`src/rtl/vga_timing_pkg.sv`:
```
// Default 640x480@60 Hz timing constants and the 12-bit colour layout shared
// by the raster scan controller and its sync generator.
package vga_timing_pkg;

  localparam int DEF_H_VISIBLE      = 640;
  localparam int DEF_H_FRONT        = 16;
  localparam int DEF_H_SYNC         = 96;
  localparam int DEF_H_BACK         = 48;
  localparam int DEF_V_VISIBLE      = 480;
  localparam int DEF_V_FRONT        = 10;
  localparam int DEF_V_SYNC         = 2;
  localparam int DEF_V_BACK         = 33;
  localparam int DEF_CLK_DIV        = 4;
  localparam int DEF_LOOKUP_LATENCY = 2;

  localparam int DEF_H_TOTAL      = DEF_H_VISIBLE + DEF_H_FRONT + DEF_H_SYNC + DEF_H_BACK;
  localparam int DEF_V_TOTAL      = DEF_V_VISIBLE + DEF_V_FRONT + DEF_V_SYNC + DEF_V_BACK;
  localparam int DEF_H_SYNC_START = DEF_H_VISIBLE + DEF_H_FRONT;
  localparam int DEF_H_SYNC_END   = DEF_H_SYNC_START + DEF_H_SYNC;
  localparam int DEF_V_SYNC_START = DEF_V_VISIBLE + DEF_V_FRONT;
  localparam int DEF_V_SYNC_END   = DEF_V_SYNC_START + DEF_V_SYNC;

  typedef struct packed {
    logic [3:0] r;
    logic [3:0] g;
    logic [3:0] b;
  } color_t;

endpackage

```
`src/rtl/vga_sync_gen.sv`:
```
// Pixel-rate divider and x/y raster counters; exposes the next counter values
// with their active/sync levels so the top can register them on the strobe.
module vga_sync_gen
  import vga_timing_pkg::*;
#(
  parameter int H_VISIBLE = DEF_H_VISIBLE,
  parameter int H_FRONT   = DEF_H_FRONT,
  parameter int H_SYNC    = DEF_H_SYNC,
  parameter int H_BACK    = DEF_H_BACK,
  parameter int V_VISIBLE = DEF_V_VISIBLE,
  parameter int V_FRONT   = DEF_V_FRONT,
  parameter int V_SYNC    = DEF_V_SYNC,
  parameter int V_BACK    = DEF_V_BACK,
  parameter int CLK_DIV   = DEF_CLK_DIV
) (
  input  logic       clk,
  input  logic       resetn,
  output logic       pixStrobe,
  output logic [9:0] x,
  output logic [9:0] y,
  output logic [9:0] xNext,
  output logic [9:0] yNext,
  output logic       activeNext,
  output logic       hSyncNext,
  output logic       vSyncNext,
  output logic       frameStart
);

  localparam int H_TOTAL      = H_VISIBLE + H_FRONT + H_SYNC + H_BACK;
  localparam int V_TOTAL      = V_VISIBLE + V_FRONT + V_SYNC + V_BACK;
  localparam int H_SYNC_START = H_VISIBLE + H_FRONT;
  localparam int H_SYNC_END   = H_SYNC_START + H_SYNC;
  localparam int V_SYNC_START = V_VISIBLE + V_FRONT;
  localparam int V_SYNC_END   = V_SYNC_START + V_SYNC;
  localparam int DIV_W        = (CLK_DIV > 1) ? $clog2(CLK_DIV) : 1;

  logic [DIV_W-1:0] divCount;
  logic             xWrap;
  logic             yWrap;

  assign pixStrobe = (divCount == DIV_W'(CLK_DIV - 1));
  assign xWrap     = (x == 10'(H_TOTAL - 1));
  assign yWrap     = (y == 10'(V_TOTAL - 1));

  always_comb begin
    xNext = x;
    yNext = y;
    if (pixStrobe) begin
      xNext = xWrap ? '0 : x + 10'd1;
      if (xWrap) begin
        yNext = yWrap ? '0 : y + 10'd1;
      end
    end
  end

  assign activeNext = (xNext < 10'(H_VISIBLE)) && (yNext < 10'(V_VISIBLE));
  assign hSyncNext  = !((xNext >= 10'(H_SYNC_START)) && (xNext < 10'(H_SYNC_END)));
  assign vSyncNext  = !((yNext >= 10'(V_SYNC_START)) && (yNext < 10'(V_SYNC_END)));

  // frameStart is registered so it lands in the clk where both counters read 0.
  always_ff @(posedge clk or negedge resetn) begin
    if (!resetn) begin
      divCount   <= '0;
      x          <= '0;
      y          <= '0;
      frameStart <= 1'b0;
    end else begin
      divCount   <= pixStrobe ? '0 : divCount + DIV_W'(1);
      x          <= xNext;
      y          <= yNext;
      frameStart <= pixStrobe && xWrap && yWrap;
    end
  end

endmodule

```
`src/rtl/vga_scan_controller.sv`:
```
// VGA raster scan controller: issues image addresses and drives colour and sync
// pins one pixel behind the counters, matching the lookup's return time.
module vga_scan_controller
  import vga_timing_pkg::*;
#(
  parameter int H_VISIBLE      = DEF_H_VISIBLE,
  parameter int H_FRONT        = DEF_H_FRONT,
  parameter int H_SYNC         = DEF_H_SYNC,
  parameter int H_BACK         = DEF_H_BACK,
  parameter int V_VISIBLE      = DEF_V_VISIBLE,
  parameter int V_FRONT        = DEF_V_FRONT,
  parameter int V_SYNC         = DEF_V_SYNC,
  parameter int V_BACK         = DEF_V_BACK,
  parameter int CLK_DIV        = DEF_CLK_DIV,
  parameter int LOOKUP_LATENCY = DEF_LOOKUP_LATENCY
) (
  input  logic        clk,
  input  logic        resetn,
  input  logic [11:0] colorData,
  output logic [31:0] imgAddress,
  output logic        hSync,
  output logic        vSync,
  output logic [3:0]  VGA_R,
  output logic [3:0]  VGA_G,
  output logic [3:0]  VGA_B,
  output logic [9:0]  x,
  output logic [9:0]  y,
  output logic        vblank,
  output logic        frameStart
);

  // Colour must settle before the next strobe samples it.
  if (CLK_DIV <= LOOKUP_LATENCY) begin : gLatencyCheck
    $fatal(1, "vga_scan_controller: CLK_DIV must exceed LOOKUP_LATENCY");
  end

  logic        pixStrobe;
  logic [9:0]  xNext;
  logic [9:0]  yNext;
  logic        activeNext;
  logic        hSyncNext;
  logic        vSyncNext;
  logic        activeD;
  logic        hSyncD;
  logic        vSyncD;
  logic [19:0] addrNext;
  color_t      pixColor;

  vga_sync_gen #(
    .H_VISIBLE(H_VISIBLE), .H_FRONT(H_FRONT), .H_SYNC(H_SYNC), .H_BACK(H_BACK),
    .V_VISIBLE(V_VISIBLE), .V_FRONT(V_FRONT), .V_SYNC(V_SYNC), .V_BACK(V_BACK),
    .CLK_DIV(CLK_DIV)
  ) uSyncGen (
    .clk       (clk),
    .resetn    (resetn),
    .pixStrobe (pixStrobe),
    .x         (x),
    .y         (y),
    .xNext     (xNext),
    .yNext     (yNext),
    .activeNext(activeNext),
    .hSyncNext (hSyncNext),
    .vSyncNext (vSyncNext),
    .frameStart(frameStart)
  );

  assign addrNext = activeNext ? (20'(yNext) * 20'(H_VISIBLE) + 20'(xNext)) : '0;
  assign pixColor = color_t'(colorData);
  assign vblank   = (y >= 10'(V_VISIBLE));

  // The delayed flags reset to the (0,0) values so the first captured pixel is
  // treated exactly like any other visible pixel.
  always_ff @(posedge clk or negedge resetn) begin
    if (!resetn) begin
      imgAddress <= '0;
      activeD    <= 1'b1;
      hSyncD     <= 1'b1;
      vSyncD     <= 1'b1;
      hSync      <= 1'b1;
      vSync      <= 1'b1;
      VGA_R      <= '0;
      VGA_G      <= '0;
      VGA_B      <= '0;
    end else if (pixStrobe) begin
      imgAddress <= {12'd0, addrNext};
      activeD    <= activeNext;
      hSyncD     <= hSyncNext;
      vSyncD     <= vSyncNext;
      hSync      <= hSyncD;
      vSync      <= vSyncD;
      VGA_R      <= activeD ? pixColor.r : 4'd0;
      VGA_G      <= activeD ? pixColor.g : 4'd0;
      VGA_B      <= activeD ? pixColor.b : 4'd0;
    end
  end

endmodule

```
`config.mk`:
```
export PLATFORM = sky130hd
export DESIGN_NAME = vga_scan_controller
export DESIGN_NICKNAME = d
export VERILOG_FILES = /design/src/rtl/vga_timing_pkg.sv /design/src/rtl/vga_sync_gen.sv /design/src/rtl/vga_scan_controller.sv
export SDC_FILE = /design/constraint.sdc
export NUM_CORES = 1
export LEC_CHECK = 0
export CAP_MARGIN = 40
export CORE_ASPECT_RATIO = 1.4
export CORE_MARGIN = 2
export CORE_UTILIZATION = 50
export CTS_CLUSTER_DIAMETER = 150
export DETAILED_ROUTE_END_ITERATION = 10
export PLACE_DENSITY = 0.88
export SKIP_CTS_REPAIR_TIMING = 1
export SYNTH_ARGS = -nofsm -noshare
export SYNTH_HDL_FRONTEND = slang
export SYNTH_HIERARCHICAL = 1
export SYNTH_SLANG_ARGS = --single-unit
```
`constraint.sdc`:
```
create_clock -name clk -period 4.85 [get_ports clk]
set_input_delay 0.97 -clock clk [delete_from_list [all_inputs] [get_ports clk]]
set_output_delay 0.97 -clock clk [all_outputs]
set_load 0.02 [all_outputs]
```
# --- After elaboration in Yosys (flattened, before gate mapping) ---
# Cells that the tools add are included.
op_classes:
  muxes: 10
  reduce_logical: 7
  n_addsub: 4
  mul: 1
  n_lt_le_gt_ge: 7
  eq_ne: 3
op_table:
  columns: ["operator", "count"]
  rows:
  - ["$mux W10", 5]
  - ["$add A10 B1 Y10 const B", 2]
  - ["$add A20 B10 Y20", 1]
  - ["$eq A10 B10 Y1 const B", 2]
  - ["$ge A10 B9 Y1 const B", 2]
  - ["$lt A10 B10 Y1 const B", 2]
  - ["$lt A10 B9 Y1 const B", 2]
  - ["$mux W20", 1]
  - ["$mul A10 B3 Y13 const B", 1]
  - ["$mux W4", 3]
  - ["$ge A10 B10 Y1 const B", 1]
  - ["$logic_and A1 B1 Y1", 5]
  - ["$add A2 B1 Y2 const B", 1]
  - ["$eq A2 B2 Y1 const B", 1]
  - ["$logic_not A1 Y1", 2]
  - ["$mux W2", 1]
word_totals:
  wordCells: 45
  out_inout_bits: 68
  reg_bits: 60

# --- Logic depth before layout (Yosys ltp) ---
logic_depth:
  ltp_word: 7
  mapped_depth: 16
  ltp_nobuf: 16

# --- By module ---
# Netlist, hierarchy kept.
modules_own_cells:
  columns: ["module", "n_inst", "cells_each", "seq_area_each_um2", "area_each_um2"]
  rows:
  - ["vga_scan_controller", 1, 248, 932.1, 2351.0]
  - ["vga_sync_gen", 1, 132, 575.6, 1280.0]

# --- Worst setup path before layout ---
# No wires, ideal clock.
synth_path:
  path_kind: "reg-to-reg"
  startpoint: "register uSyncGen.x[5]"
  endpoint: "register imgAddress[18]"
  arrival_ps: 4257
  path_stages_with_launch: 14
  path_slack_ps: 524
  path_cell_list: "dfrtp_1 -> or3_4 -> or4_4 -> buf_6 -> o31ai_1 -> o41ai_2 -> ha_1 -> ha_1 -> fa_1 -> or4_1 -> nor4b_2 -> a221oi_2 -> or4_1 -> nand3_1"
synth_via:
  elab_chain_len: 6
synth_lines:
  columns: ["item", "line_no", "source"]
  rows:
  - ["from (decl)", "vga_sync_gen.sv:19", "output logic [9:0] x,"]
  - ["from (signal assigned)", "vga_sync_gen.sv:69", "x <= xNext;"]
  - ["$eq A10 B10 Y1 *", "vga_sync_gen.sv:42", "assign xWrap = (x == 10'(H_TOTAL - 1));"]
  - ["$mux W10 *", "vga_sync_gen.sv:50", "if (xWrap) begin"]
  - ["$mux W10 *", "vga_sync_gen.sv:48", "if (pixStrobe) begin"]
  - ["via yNext[3]", "vga_scan_controller.sv:39", "logic [9:0] yNext;"]
  - ["$mul A10 B3 Y13 or $lt A10 B9 Y1 (tied branches)", "vga_scan_controller.sv:67, vga_sync_gen.sv:56", null]
  - ["$add A20 B10 Y20 or $logic_and A1 B1 Y1 (tied branches)", "vga_scan_controller.sv:67, vga_sync_gen.sv:56", null]
  - ["$mux W20 *", "vga_scan_controller.sv:67", "assign addrNext = activeNext ? (20'(yNext) * 20'(H_VISIBLE) + 20'(xNext)) : '0;"]
  - ["to (signal assigned)", "vga_scan_controller.sv:85", "imgAddress <= {12'd0, addrNext};"]
  - ["to (decl)", "vga_scan_controller.sv:20", "output logic [31:0] imgAddress,"]
# The timed path passes the listed nets; every way through them passes the cells marked *.
# A chain may end at the register's enable or synchronous reset.

# --- Final worst setup path ---
# Same ends and word-level chain as after synthesis.

==> impl_results.md <==
* DR WL/cell at 15.2 um
* Vias at 3,066
* Area leader, netlist: dfrtp_1
* Final setup viols at 0
* Worst-Margin Slew at 0.752 ns
* Final period util at 92.4%
* NetSw at 0.216 mW
* Max Slew Vio Count at 0
* Max cap viols at 0
* # H-tree levels at 3
* Fmax at 223 MHz
* GP Congestion at 0.991
* Grt ovf at 0
* Final WL at 8370 um
* Sw Share at 23.0%
* Final Critical Period at 4.48 ns
* Synth async-reset ratio at 100%
* Ports at 82
* Data arrival, critical path at 4.74 ns
* Power share of the clock group at 40.6%
* Largest net degree at the start of global routing at 69
* Post-synth top area share at 37.9%
* Status: finished, final reports clean
* Sequential area share after synthesis at 41.5%
* Die area at 7970 um^2
* Antenna cells at 0
* Crit path max fanout at 12
* Sequential share of power at 54.2%
* Hpwl dp at 6180 um
* Yosys cell types at 68
* TritonCTS Buffers at 9
* Layout overhead on the synthesized area at 24.0%
* Startpoint types: flop
* Initial DRC Count at 219
* Required @ worst endpoint at 5.11 ns
* Core Area at 6980 um^2
* Share of cells above drive strength 1 at 10.3%
* Met2 usage at 39.0%
* Post-Layout Cell Count at 550
* GR peak layer: met2
* Yosys reg bits at 60
* DP Cell Count at 534
* Ys flop type: dfrtp_1
* Avg Synthesized Cell Area at 9.56 um^2
* Maximum vdd drop at 0.000115 V
* CP Capture Type: flop
* Clock skew at 0.0120 ns
* Cells after synthesis at 380
* M1 GR Usage at 24.9%
* Initial antenna violation count at 0
* Clock Pin Slew Worst Setup and Hold Paths at 0.07 ns
* Worst skew pair latency at 0.33 ns
* Vias in the first global route at 2,938
* First-pass GRT wire length at 13,900 um
* Port Buffers at 69
* Final hold vios at 0
* YS warnings at 6
* Max Buffers Root-to-Sink at 2
* Post-DRT Antenna Nets at 0
* Gate power share at 5.2%
* Pre-Repair DR Iteration Count at 4
* Pleak at 2.01 nW
* GRT Overall Usage at 21.6%
* P per Cell Area at 208 nW/um^2
* Cell row count at 36
* Worst Path Class, Setup: reg2reg
* Post-Syn Area at 3630 um^2
* Unrepaired setup endpoints after global routing: no
* Power Internal at 0.722 mW
* Largest cells by area after synthesis: dfrtp_1, ha_1, nand3_1
* Root Driver: clkbuf_8
* Die Wd at 76.0 um
* Final setup TNS at 0 ns
* Final net count at 489
* Starting density of the core at 52.0%
* Worst slew margin relative to its limit at 49.9%
* CTS sink count at 60
* Vias per Instance at 5.57
* CTS tree: yes
* Drc violations at 0
* Fillers at 565
* Reg2Reg Setup Slack at 0.37 ns
* Met3 Use GR at 5.01%
* Number of synthesized flops with an enable pin at 0
* HP Class: reg2reg
* Die Height at 105 um
## cell usage in the layout, fill, tap and decap left out, types with 3 or more instances in the layout
master / count
conb_1: 12
nand4_1: 5
xnor2_1: 8
clkbuf_1: 3
and3_1: 4
nand3_1: 36
nand2b_1: 3
nand3b_1: 3
dfstp_2: 5
clkinv_2: 3
nand2_1: 24
xor2_1: 8
inv_1: 47
mux2_2: 5
nor2_1: 8
ha_1: 22
clkbuf_8: 10
dfrtp_1: 55
nor2b_1: 3
nor3_1: 13
clkdlybuf4s50_1: 68
or4_1: 3
o22ai_1: 8
a21oi_1: 9
o21ai_0: 33
buf_4: 3
## through the flow
step	utilization [%]	total power [mW]	cell area (um^2)	setup WS (ns)	hold slack (ns)
3_5_place_dp	62.2	0.567	4340	0.431	0.429
5_1_grt	64.5	0.971	4500	0.114	0.459
2_1_floorplan	-	0.543	3670	0.524	0.403
6_report	64.5	0.938	4500	0.370	0.433
4_1_cts	64.5	0.946	4500	0.388	0.438
3_3_place_gp	62.2	0.566	4340	0.487	0.420
## critical path, cell delays in order, from the launching register on
cell      delay (ns)
dfrtp_1         0.44
or3_4           0.44
or4_4           0.63
o41ai_2         0.48
ha_1            0.33
ha_1            0.24
fa_1            0.43
or4_1           0.43
nor4b_2         0.26
a221oi_2        0.11
or4_1           0.52
nand3_1         0.09
## registers in the layout (all words and copies together) (netlist names)
name / count
uSyncGen/divCount: 2
imgAddress: 20
hSync: 1
activeD: 1
vSyncD: 1
uSyncGen/y: 10
VGA_R: 4
uSyncGen/frameStart: 1
hSyncD: 1
VGA_G: 4
vSync: 1
VGA_B: 4
uSyncGen/x: 10
## synth_stat cells, drive strengths merged, types with 2 or more instances
master and n:
a21o 2, a21oi 10, a221oi 2, a31oi 2, and2b 2, and3 4
and4 2, buf 14, clkbuf 10, dfrtp 55, dfstp 5, fa 2
ha 23, inv 48, mux2 5, nand2 24, nand2b 3, nand3 37
nand3b 3, nand4 5, nor2 8, nor2b 3, nor3 14, nor3b 2
nor4 4, nor4b 2, o21a 2, o21ai 33, o22ai 8, o311ai 2
o32ai 2, or2b 2, or4 4, xnor2 9, xor2 9
## kinds of logic (layout without fill, tap and decap cells)
group | Yosys count | in the layout | share of synthesized area [%]
and+or+nand+nor | 123 | 123 | 19.9
AOI/OAI and AO/OA | 76 | 76 | 13.7
buffers and inverters | 72 | 136 | 9.44
DFF | 60 | 60 | 41.5
adders and majority gates | 25 | 25 | 9.03
xor gates and xnor gates | 18 | 18 | 4.76
muxes | 5 | 5 | 1.55
other | 1 | 12 | 0.103
## path summary, 6_finish.rpt
check | from | to | cells after the start
max | uSyncGen/x[5] | imgAddress[18] | 11
min | uSyncGen/divCount[0] | uSyncGen/divCount[0] | 1
max reg2reg | uSyncGen/x[5] | imgAddress[18] | 11
min reg2reg | uSyncGen/divCount[0] | uSyncGen/divCount[0] | 1
max in group asynchronous | resetn | imgAddress[8] | 2
min in group asynchronous | resetn | uSyncGen/y[3] | 2
## cell type report
cell class                 count  area [um^2]  area share, %
clock buffer                  13          149           3.31
clock inverter                 3         15.0          0.333
inverter                      48          180           4.00
multi-input combinational    259         1820           40.5
sequential                    60         1510           33.5
tap                           95          119           2.64
timing repair buffer          72          708           15.7
## routing by layer
metal / routed length [um] / share of wire (%)
met5: 0 / 0
met3: 480 / 5.7
met2: 4460 / 53
met1: 3240 / 39
met4: 187 / 2.2
## power groups by stage
stage	clock (mW)	combinational, mW	sequential [mW]
after floorplan	0	0.0187	0.524
after global placement	0	0.0490	0.517
after detailed placement	0	0.0499	0.518
after CTS	0.387	0.0500	0.509
after global routing	0.409	0.0538	0.509
final	0.381	0.0492	0.508
Power figures use the tool's default switching activity.
